### config.mk
export PLATFORM = sky130hd
export DESIGN_NAME = uart_tx
export DESIGN_NICKNAME = d
export VERILOG_FILES = /design/src/rtl/uart_tx.sv
export SDC_FILE = /design/constraint.sdc
export NUM_CORES = 1
export LEC_CHECK = 0
export CAP_MARGIN = 20
export CORE_MARGIN = 4
export CORE_UTILIZATION = 30
export DETAILED_ROUTE_END_ITERATION = 10
export PLACE_DENSITY = 0.47
export SKIP_CTS_REPAIR_TIMING = 1
export SLEW_MARGIN = 20
export SYNTH_ARGS = -nofsm -noshare
export SYNTH_HDL_FRONTEND = slang
export SYNTH_SLANG_ARGS = --single-unit
### constraint.sdc
create_clock -name clk -period 2.1 [get_ports clk]
set_input_delay 0.525 -clock clk [delete_from_list [all_inputs] [get_ports clk]]
set_output_delay 0.525 -clock clk [all_outputs]
set_load 0.01 [all_outputs]
### src/rtl/uart_tx.sv
// ---------------------------------------------------------------------------
// uart_tx: UART transmitter, 8N1-style framing.
// Each frame is a low start bit, DATA_WIDTH data bits sent LSB first, and a
// high stop bit. Every bit lasts CLKS_PER_BIT clock cycles.
//
// Ports
//   clk     : system clock; all state changes on its rising edge
//   reset   : asynchronous, active-low reset
//   din     : parallel word, captured only on the edge that accepts en
//   en      : start request, honoured only while in IDLE
//   ser_out : registered serial line, idles high
// ---------------------------------------------------------------------------
module uart_tx #(
  parameter int DATA_WIDTH   = 8,
  parameter int CLKS_PER_BIT = 1
) (
  input  logic                  clk,
  input  logic                  reset,
  input  logic [DATA_WIDTH-1:0] din,
  input  logic                  en,
  output logic                  ser_out
);

  // Keep both counters at least one bit wide, so CLKS_PER_BIT=1 and
  // DATA_WIDTH=1 still elaborate.
  localparam int CNT_W = (CLKS_PER_BIT > 1) ? $clog2(CLKS_PER_BIT) : 1;
  localparam int IDX_W = (DATA_WIDTH > 1) ? $clog2(DATA_WIDTH) : 1;

  localparam logic [CNT_W-1:0] CNT_LAST = CNT_W'(CLKS_PER_BIT - 1);
  localparam logic [CNT_W-1:0] CNT_ONE  = CNT_W'(1);
  localparam logic [IDX_W-1:0] IDX_LAST = IDX_W'(DATA_WIDTH - 1);
  localparam logic [IDX_W-1:0] IDX_ONE  = IDX_W'(1);

  localparam logic [1:0] IDLE  = 2'b00;
  localparam logic [1:0] START = 2'b01;
  localparam logic [1:0] DATA  = 2'b10;
  localparam logic [1:0] STOP  = 2'b11;

  logic [1:0]            state;
  logic [DATA_WIDTH-1:0] shift_r;
  logic [CNT_W-1:0]      cnt_r;
  logic [IDX_W-1:0]      idx_r;
  logic                  bit_done_s;

  // True on the final cycle of the current bit period.
  assign bit_done_s = (cnt_r == CNT_LAST);

  // Frame sequencer.
  // ser_out is loaded with the next bit's value on the same edge that enters
  // that bit. This keeps the line registered while starting each bit on the
  // boundary edge. The shift register always presents the next data bit at
  // shift_r[0].
  always_ff @(posedge clk or negedge reset) begin
    if (!reset) begin
      state   <= IDLE;
      ser_out <= 1'b1;
      shift_r <= '0;
      cnt_r   <= '0;
      idx_r   <= '0;
    end else begin
      case (state)
        IDLE: begin
          cnt_r <= '0;
          idx_r <= '0;
          if (en) begin
            shift_r <= din;
            ser_out <= 1'b0;
            state   <= START;
          end else begin
            ser_out <= 1'b1;
          end
        end
        START: begin
          if (bit_done_s) begin
            cnt_r   <= '0;
            idx_r   <= '0;
            ser_out <= shift_r[0];
            shift_r <= shift_r >> 1;
            state   <= DATA;
          end else begin
            cnt_r   <= cnt_r + CNT_ONE;
            ser_out <= 1'b0;
          end
        end
        DATA: begin
          if (bit_done_s) begin
            cnt_r <= '0;
            if (idx_r == IDX_LAST) begin
              ser_out <= 1'b1;
              state   <= STOP;
            end else begin
              idx_r   <= idx_r + IDX_ONE;
              ser_out <= shift_r[0];
              shift_r <= shift_r >> 1;
            end
          end else begin
            cnt_r <= cnt_r + CNT_ONE;
          end
        end
        STOP: begin
          ser_out <= 1'b1;
          if (bit_done_s) begin
            cnt_r <= '0;
            state <= IDLE;
          end else begin
            cnt_r <= cnt_r + CNT_ONE;
          end
        end
        default: begin
          state   <= IDLE;
          ser_out <= 1'b1;
          cnt_r   <= '0;
          idx_r   <= '0;
        end
      endcase
    end
  end

endmodule

; Yosys cells after proc, flatten, opt, wreduce, memory -nomap -nowiden
; Index checks and enable logic that the tools add are counted.
[op_classes]
add_sub_neg = 2
eq_ne = 10
n_mux = 22
n_reduce_logical = 6
[op_table]
columns = cell, n
row1 = $mux W8, 4
row2 = $pmux W8 S3, 1
row3 = $ne A2 B2 Y1 const B, 6
row4 = $mux W2, 5
row5 = $reduce_and A5 Y1, 2
row6 = $mux W3, 3
row7 = $pmux W3 S3, 1
row8 = $pmux W2 S4, 1
row9 = $mux W1, 5
row10 = $eq A2 B2 Y1 const B, 2
row11 = $pmux W1 S4, 1
row12 = $reduce_and A4 Y1, 1
row13 = $add A3 B1 Y3 const B, 1
row14 = $eq A3 B3 Y1 const B, 1
row15 = $reduce_bool A3 Y1, 1
row16 = $reduce_or A3 Y1, 1
row17 = $eq A2 B1 Y1 const B, 1
row18 = $logic_not A2 Y1, 1
row19 = $pmux W1 S2, 1
row20 = $add A1 B1 Y1 const B, 1
[totals]
register_bits = 15
output_inout_bits = 1

; Longest topological paths before layout
; Gate-level depths: netlist (run 1).
[depth]
ltp_word = 4
mapped_depth = 6
ltp_nobuf = 5

; Worst setup path before layout (run 1)
; No wires, ideal clock.
[synth_timing]
path_type = reg2reg
from = register state[0]
to = register shift_r[0]
setup_ns = 0.125
arrival_ns = 1.607
required_time_ns = 1.975
setup_slack_ns = 0.368
stages_incl_launch_ff = 6
n_path_buf = 1
synth_period_minus_slack_ns = 1.732
cell_sequence = dfrtp_1 > inv_1 > ha_1 > clkbuf_1 > mux2_2 > mux2_4
[synth_between]
elab_chain_len = 3
[synth_rtl]
columns = item, line
row1 = start: declaration, 39  ; logic [1:0] state;
row2 = start signal: assignment, 55  ; state <= IDLE;
row3 = start signal: assignment, 68  ; state <= START;
row4 = start signal: assignment, 79  ; state <= DATA;
row5 = $eq A2 B2 Y1 (tied with other cells), 61  ; case (state)
row6 = $ne A2 B2 Y1 (no line) / $reduce_bool A3 Y1 (equally long branches), -
row7 = $reduce_and A5 Y1 (no line), -
row8 = end signal: assignment, 66  ; shift_r <= din;
row9 = end signal: assignment, 78  ; shift_r <= shift_r >> 1;
row10 = end signal: assignment, 94  ; shift_r <= shift_r >> 1;
row11 = end: declaration, 40  ; logic [DATA_WIDTH-1:0] shift_r;
; Parallel ways exist; a longest one is shown, timed or not.
; A chain may end at the register's enable or synchronous reset.

; Worst setup path after layout (run 1)
[layout_timing]
from = register idx_r[0]
to = register shift_r[7]
[layout_between]
elab_chain_len = 3
[layout_rtl]
columns = item, line
row1 = start: declaration, 42  ; logic [IDX_W-1:0] idx_r;
row2 = start signal: assignment, 92  ; idx_r <= idx_r + IDX_ONE;
row3 = $eq A3 B3 Y1, 88  ; if (idx_r == IDX_LAST) begin
row4 = $ne A2 B2 Y1 (no line), -
row5 = $reduce_and A5 Y1 (no line), -
; Every way passes these cells.

==> results.tsv, run 1 <==
metric	value	unit
cts_tree	done	
ant_nets	0	
worst_skew_pair.late_latency	0.28	ns
antennaDiodeCount	0	
synth_edf_count	0	
initial_utilization	31.68	%
die_h	59.38	microns
status	completed	
rows	18	
synth.area.top_cells	dfrtp_1, mux2_4, mux2_2, ha_1, a22o_1	
cts_max_path_buffers	2	
wl_per_cell	13.02	microns
place_hpwl	946.9	microns
core-area	2500	sq um
cp.buffers_inverters	0	
drc	0	
die_w	59.38	microns
ys_ff_latch	14	
critPathMostFrequentCell	ha_1	
r2r_setup_slack	0.24	ns
setup_viol	0	
r2r_start	idx_r[0]$_DFFE_PN0P_	
layout_setup_ws	0.2423	ns
port_buffers	11	
via_per_inst	4.683	
tightestPinTransition	0.4446	ns
path_clk_slew	0.08	ns
grt_pass1_vias	450	
start_kind	register	
drtIter0Drc	15	
antenna_found_initial	0	
grt.total_usage	9.070	%
relSlewSlack	70.36	%
cpLargestDelayFamily	compound AO/OA/AOI/OAI gates	
fillers	236	
synth_top_area_share	41.07	%
synth_area_leader_cell	dfrtp_1	
finalMaxSlewViolations	0	
clock-sinks	14	
yosysSeqAreaShare	44.39	%
postSynthCellCount	57	
htreeDepth	1	
skew	0.001774	ns
postRouteWirelength	1315	microns
yosys_most_used_dff	dfrtp_1	
critPathKind	register to register	
power_density	1556	nW/um^2
hold_class	register to register	
synth_most_common_cell	dfrtp_1	
place.gp.congestion	0.7035	
ios	12	
finalInstanceArea	958.4	sq um
synth_warnings	0	
setup.worst_path.start	idx_r[0]$_DFFE_PN0P_	
area_growth	21.01	%
synth_async_sr_flop_share	100.0	%
p_leak	0.4407	nW
ys_types	16	
synth_area_per_cell	13.89	sq um
vias	473	
path_cells	ha_1 > ha_1 > a211o_1 > mux2_4	
cp.arrival	2.03	ns
power	1.491	mW
overflow	0	
fin_crit_sh	88.46	%
ir_drop	656.7	uV
path_max_fanout	8	
ys_top_cells_by_count	dfrtp_1, mux2_2, mux2_4	
drv_cap	0	
grt_max_degree	15	
whs	0.5116	ns
die_area	3526	sq um
required	2.27	ns
end_kind	register	
dr.pass1.iters	2	
hold_viol_final	0	
dp_slack	0.04299	ns
slowest_delay	0.50	ns
max_freq	538.3	MHz
cts_root_buffer	clkbuf_4	
nets	90	
hp-start	shift_r[1]$_DFFE_PN0P_	
period_needed	1.858	ns
synth_fp_nets	75	
numCtsBuffers	3	
layout-drive-gt1-share	30.99	%
rsz0062_at_grt	false	
post_dp_cell_area	932.1	sq um
synth_area	792.0	sq um
worst_path_max_delay_cell	a211o_1	
grt_pass1_wl	2208	microns
tns	0	ns
-- layout by cell type (no fill, tap or decap) --
master           count
clkbuf_4             3
o21a_1               1
clkdlybuf4s50_1     11
clkbuf_1             1
inv_1                3
a2111oi_0            1
o32a_1               1
dfstp_2              1
mux2_2               9
mux2_4               8
nor2_1               1
ha_1                 7
buf_4                1
dfrtp_1             13
a211o_1              1
a21oi_1              2
a22o_1               5
nor2b_1              2
-- path summary, 6_finish.rpt --
check / cells past startpoint / to
setup / recovery: 4 / shift_r[7]$_DFFE_PN0P_
hold / removal: 1 / shift_r[1]$_DFFE_PN0P_
setup reg to reg: 4 / shift_r[7]$_DFFE_PN0P_
hold reg to reg: 1 / shift_r[1]$_DFFE_PN0P_
max in group asynchronous: 2 / ser_out$_DFF_PN1_
min in group asynchronous: 2 / idx_r[2]$_DFFE_PN0P_
-- cell type report --
| class | instances | area, sq um | share of cell area [%] |
|---|---|---|---|
| clock buffers | 4 | 26.28 | 2.742 |
| repair buffers | 12 | 117.6 | 12.27 |
| well taps | 30 | 37.54 | 3.916 |
| flip-flops and latches | 14 | 351.6 | 36.68 |
| multi-input cells | 38 | 414.1 | 43.21 |
| inverters | 3 | 11.26 | 1.175 |
-- power breakdown --
| group | switching (mW) | internal [mW] |
|---|---|---|
| registers | 0.0786 | 0.410 |
| clock network | 0.0864 | 0.0736 |
| logic | 0.313 | 0.530 |
| total | 0.478 | 1.01 |
-- stage by stage --
| step | std cells | utilization (%) |
|---|---|---|
| after floorplan | 57 | - |
| after global placement | 97 | 37.29 |
| after detailed placement | 97 | 37.29 |
| after CTS | 101 | 38.34 |
| after global routing | 101 | 38.34 |
| final | 101 | 38.34 |
-- state kept, by name, indices dropped and copies added (netlist names) --
register and count:
shift_r 8, state 2, ser_out 1, idx_r 3
-- routing by layer --
layer | up-vias | track usage (%) | share of wire [%]
li1 | 242 | - | -
met1 | 219 | 11.56 | 46
met2 | 10 | 12.79 | 46
met3 | 2 | 4.575 | 6.2
met4 | 0 | 3.883 | 1.6
met5 | - | 0 | 0
-- kinds of logic (layout without fill, tap and decap cells) --
logic type	count (synthesis)	in the layout	synth area share (%)
compound gates	11	11	11.22
fa+ha+maj	7	7	11.06
buf+inv	5	19	3.317
flops	14	14	44.39
mux	17	17	27.96
simple gates	3	3	2.053
-- worst register-to-register path: cells and delay by family (launching register included) --
kind            cells  cell delay (ns)
compound gates      1             0.50
fa+ha+maj           2             0.47
flops               1             0.41
mux                 1             0.36
(Power assumes the default switching activity.)
==> run 2, diff against run 1 <==
--- a/config.mk
+++ b/config.mk
@@ -9,7 +9,7 @@
 export CORE_MARGIN = 4
 export CORE_UTILIZATION = 30
 export DETAILED_ROUTE_END_ITERATION = 10
-export PLACE_DENSITY = 0.47
+export PLACE_DENSITY = 0.49
 export SKIP_CTS_REPAIR_TIMING = 1
 export SLEW_MARGIN = 20
 export SYNTH_ARGS = -nofsm -noshare
==> constraint.sdc (replaced) <==
create_clock -name clk -period 1.49 [get_ports clk]
set_input_delay 0.3725 -clock clk [delete_from_list [all_inputs] [get_ports clk]]
set_output_delay 0.3725 -clock clk [all_outputs]
set_load 0.01 [all_outputs]
==> run 2 against run 1 <==
  * The run now ends with setup timing left
  * Hold slack got worse by 0.11 ns
  * Count of clock-buffer cells in the layout unchanged
  * Register-to-register slack got worse by 0.33 ns
  * Worst setup slack got worse by 0.33 ns
  * Sequential cell count unchanged
==> results.tsv, run 2 (synthesis results as in run 1) <==
metric	value	unit	change
status	finished with violations		
violations	setup timing		
required	1.66	ns	-0.61 ns
drtIter0Drc	2		-13
end_kind	register		
numCtsBuffers	3		unchanged
grt.total_usage	9.584	%	+0.51 points
core-area	2500	sq um	unchanged
largest_reg_flops	8		unchanged
area_growth	45.66	%	
port_buffers	11		unchanged
start_kind	register		
whs	0.3985	ns	-0.1131 ns
vias	530		+12%
die_h	59.38	microns	unchanged
fillers	229		-3.0%
rows	18		unchanged
place.gp.congestion	0.7093		+0.82%
clkPwrFrac	10.5	%	-0.2 points
skew	0.0005234	ns	-0.001251 ns
path_max_fanout	8		unchanged
period_needed	1.582	ns	-0.2758 ns
power_density	2258	nW/um^2	+45%
wl_per_cell	13.27	microns	+2.0%
relSlewSlack	84.25	%	+14 points
hold_class	primary input to async pin		
dp_slack	-0.4434	ns	-0.4864 ns
p_leak	0.5220	nW	+18%
grt_pass1_wl	2470	microns	+12%
critPathKind	register to register		
cp.arrival	1.75	ns	-0.28 ns
cts_max_path_buffers	2		unchanged
layout-drive-gt1-share	57.83	%	+27 points
reg_top3	shift_r (8), idx_r (3), state (2)		
setup_viol	9		+9
p_comb_share	62.8	%	+6.3 points
finalMaxSlewViolations	0		unchanged
antenna_found_initial	0		unchanged
worst_skew_pair.late_latency	0.28	ns	about the same
drv_cap	0		unchanged
ant_nets	0		unchanged
die_w	59.38	microns	unchanged
switchingPower	0.8161	mW	+71%
p_seq_share	26.7	%	-6.1 points
hold_viol_final	0		unchanged
layout_setup_ws	-0.09190	ns	-0.3342 ns
fin_crit_sh	106.2	%	+18 points
layout_common_cells	dfrtp_1, buf_4, clkdlybuf4s50_1		
die_area	3526	sq um	unchanged
p_sw_share	31.33	%	-0.71 points
postRouteWirelength	1500	microns	+14%
post-route-util	46.15	%	+7.8 points
multi_input_area	499.2	sq um	+21%
internal_power	1.789	mW	+77%
register_area	351.6	sq um	unchanged
grt_max_degree	15		unchanged
antennaDiodeCount	0		unchanged
tightestPinTransition	0.2363	ns	-0.2083 ns
ios	12		unchanged
ir_drop	1364	uV	+110%
rsz0062_at_grt	true		
grt_pass1_vias	563		+25%
clock-sinks	14		unchanged
via_per_inst	4.690		+0.15%
overflow	0		unchanged
cts_root_buffer	clkbuf_4		
tns	-0.7182	ns	-0.7182 ns
layout_commonest_cell	dfrtp_1		
htreeDepth	1		unchanged
drc	0		unchanged
top_register	shift_r		
cts_tree	done		
path_clk_slew	0.09	ns	about the same
nets	102		+13%
initial_utilization	31.68	%	unchanged
dr.pass1.iters	3		+1
max_freq	632.2	MHz	+17%
place_hpwl	1073	microns	+13%
[run 2: final cells by class]
type                            count  area share, %
Multi-Input combinational cell     38          43.28
Sequential cell                    14          30.48
Timing Repair Buffer               24          18.87
Tap cell                           30          3.254
Clock buffer                        4          3.145
Inverter                            3         0.9761
[run 2: path summary, 6_finish.rpt]
check,start,endpoint,slack [ns],cells past startpoint
max,idx_r[1]$_DFFE_PN0P_,shift_r[0]$_DFFE_PN0P_,-0.09,4
min,reset,idx_r[1]$_DFFE_PN0P_,0.40,2
max reg2reg,idx_r[1]$_DFFE_PN0P_,shift_r[0]$_DFFE_PN0P_,-0.09,4
min reg2reg,shift_r[1]$_DFFE_PN0P_,shift_r[1]$_DFFE_PN0P_,0.52,1
max in group asynchronous,reset,ser_out$_DFF_PN1_,0.85,2
min in group clk,shift_r[1]$_DFFE_PN0P_,shift_r[1]$_DFFE_PN0P_,0.52,1
[run 2: power groups by stage]
stage          logic (mW)  clock network (mW)  registers, mW
2_1_floorplan        1.13                   0          0.680
3_5_place_dp         1.44                   0          0.697
3_3_place_gp         1.42                   0          0.693
4_1_cts              1.45               0.286          0.691
5_1_grt              1.78               0.302          0.711
6_report             1.64               0.275          0.694
[run 2: stage by stage]
step | cell area, sq um | instances | total power, mW
finish | 1154 | 113 | 2.605
global route | 1154 | 113 | 2.789
CTS | 1081 | 111 | 2.423
detailed placement | 1045 | 107 | 2.133
global placement | 1045 | 107 | 2.115
floorplan | 839.6 | 57 | 1.814
[run 2: worst max-delay path, cell delays in order, from the launching register on]
cell,delay (ns)
dfrtp_1,0.39
ha_2,0.20
ha_4,0.16
a211o_4,0.40
mux2_4,0.32
[run 2: layer usage]
metal / GRT usage, % / vias to the layer above / part of all wire, %
met1: 11.76 / 261 / 45
met4: 1.942 / 0 / 0.73
met5: 0 / - / 0
li1: - / 259 / -
met2: 15.76 / 8 / 50
met3: 3.922 / 2 / 4.2
==> run 3, diff against run 2 <==
==> constraint.sdc (replaced) <==
create_clock -name clk -period 1.45 [get_ports clk]
set_input_delay 0.3625 -clock clk [delete_from_list [all_inputs] [get_ports clk]]
set_output_delay 0.3625 -clock clk [all_outputs]
set_load 0.01 [all_outputs]
==> run 3 against run 2 <==
  * The flow still finishes with violations (setup timing)
  * Maximum frequency about the same
  * Clock skew is 0.0041 ns higher
  * Final area grew 0.11%
  * Sequential power increased by 2%
  * Critical path depth unchanged
  * Combinational power barely moved
  * Clock power rose by 4%
  * Sequential cell count stayed put
  * Global-route usage fell by 0.19 points
  * Power grew 1.8%
  * Count of clock-buffer cells in the layout is the same
  * Non-clock buffer count stayed put
==> results.tsv, run 3 (synthesis results as in run 1) <==
metric	value	unit	change
skew	0.004644	ns	+0.004121 ns
final_cells	113		unchanged
path_cells	ha_2 > ha_4 > a211o_4 > mux2_4		
via_per_inst	4.726		+0.75%
nets	102		unchanged
layout_setup_ws	-0.1328	ns	-0.04089 ns
path_clk_slew	0.09	ns	about the same
ir_drop	1341	uV	-1.7%
rsz0062_at_grt	true		
relSlewSlack	82.46	%	-1.8 points
drc	0		unchanged
cp.arrival	1.75	ns	about the same
layout_common_cells	dfrtp_1, clkdlybuf4s50_1, buf_4		
htreeDepth	1		unchanged
die_area	3526	sq um	unchanged
antenna_found_initial	0		unchanged
reg_top3	shift_r (8), idx_r (3), state (2)		
clock-sinks	14		unchanged
layout_commonest_cell	dfrtp_1		
cp_num_cells	4		unchanged
reg2reg_depth	4		unchanged
worst_path_max_delay_cell	a211o_4		
ant_nets	0		unchanged
grt.total_usage	9.399	%	-0.19 points
place.gp.congestion	0.7003		-1.3%
drv_cap	0		unchanged
end_kind	register		
initial_utilization	31.68	%	unchanged
place_inst	108		+0.93%
postRouteWirelength	1510	microns	+0.67%
numCtsBuffers	3		unchanged
die_h	59.38	microns	unchanged
dr.pass1.iters	4		+1
hold_class	primary input to async pin		
status	finished with violations		
hold_viol_final	0		unchanged
top_register	shift_r		
worst_skew_pair.late_latency	0.28	ns	about the same
antennaDiodeCount	0		unchanged
setup_viol	9		unchanged
period_needed	1.583	ns	+0.0008871 ns
cts_root_buffer	clkbuf_4		
slowest_delay	0.40	ns	about the same
wl_per_cell	13.36	microns	+0.67%
place_hpwl	1041	microns	-2.9%
overflow	0		unchanged
whs	0.3839	ns	-0.01462 ns
cts_max_path_buffers	2		unchanged
cp.buffers_inverters	0		unchanged
grt_pass1_vias	549		-2.5%
drtIter0Drc	6		+4
tns	-1.049	ns	-0.3311 ns
p_leak	0.5233	nW	+0.26%
cpLargestDelayFamily	compound AO/OA/AOI/OAI gates		
layout-drive-gt1-share	56.63	%	-1.2 points
tightestPinTransition	0.2626	ns	+0.02634 ns
die_w	59.38	microns	unchanged
port_buffers	11		unchanged
ios	12		unchanged
violations	setup timing		
max_freq	631.8	MHz	about the same
fin_crit_sh	109.2	%	+3.0 points
area_growth	45.81	%	
power_density	2296	nW/um^2	+1.7%
grt_max_degree	15		unchanged
rows	18		unchanged
grt_pass1_wl	2428	microns	-1.7%
power	2.652	mW	+1.8%
finalMaxSlewViolations	0		unchanged
start_kind	register		
vias	534		+0.75%
critPathKind	register to register		
path_max_fanout	8		unchanged
largest_reg_flops	8		unchanged
required	1.62	ns	-0.04 ns
core-area	2500	sq um	unchanged
cts_tree	done		
-- run 3: cell counts in the layout (fill, tap and decap cells not counted) --
Identical to the previous run, type by type.
-- run 3: layer usage --
| layer | global-route usage, % | routed length, microns |
|---|---|---|
| met5 | 0 | 0 |
| met4 | 1.942 | 13 |
| met1 | 10.93 | 744 |
| met3 | 3.922 | 47 |
| met2 | 16.07 | 705 |
-- run 3: worst paths after layout --
path                                         from                      to  slack, ns
max                          idx_r[1]$_DFFE_PN0P_  shift_r[5]$_DFFE_PN0P_      -0.13
min                                         reset  shift_r[7]$_DFFE_PN0P_       0.38
max reg2reg                  idx_r[1]$_DFFE_PN0P_  shift_r[5]$_DFFE_PN0P_      -0.13
min reg2reg                shift_r[6]$_DFFE_PN0P_  shift_r[6]$_DFFE_PN0P_       0.52
max in group asynchronous                   reset       ser_out$_DFF_PN1_       0.83
min in group clk           shift_r[6]$_DFFE_PN0P_  shift_r[6]$_DFFE_PN0P_       0.52
-- run 3: report_power, final --
group          total (mW)  internal (mW)  switching, mW
combinational        1.66           1.07          0.586
clock               0.285          0.153          0.132
sequential          0.709          0.593          0.116
-- run 3: cell type report --
cell class	instances	area, sq um
tap	30	37.54
fill	223	1345
multi-input combinational	38	496.7
timing repair buffer	24	221.5
clock buffer	4	36.28
inverter	3	11.26
sequential	14	351.6
-- run 3: stage by stage --
step                setup slack [ns]  area (sq um)  util, %
CTS                          -0.2581          1089    43.54
detailed placement           -0.4433          1052    42.09
global placement             -0.4337          1052    42.09
floorplan                   -0.09786         839.6        -
global route                 -0.1738          1155    46.20
finish                       -0.1328          1155    46.20
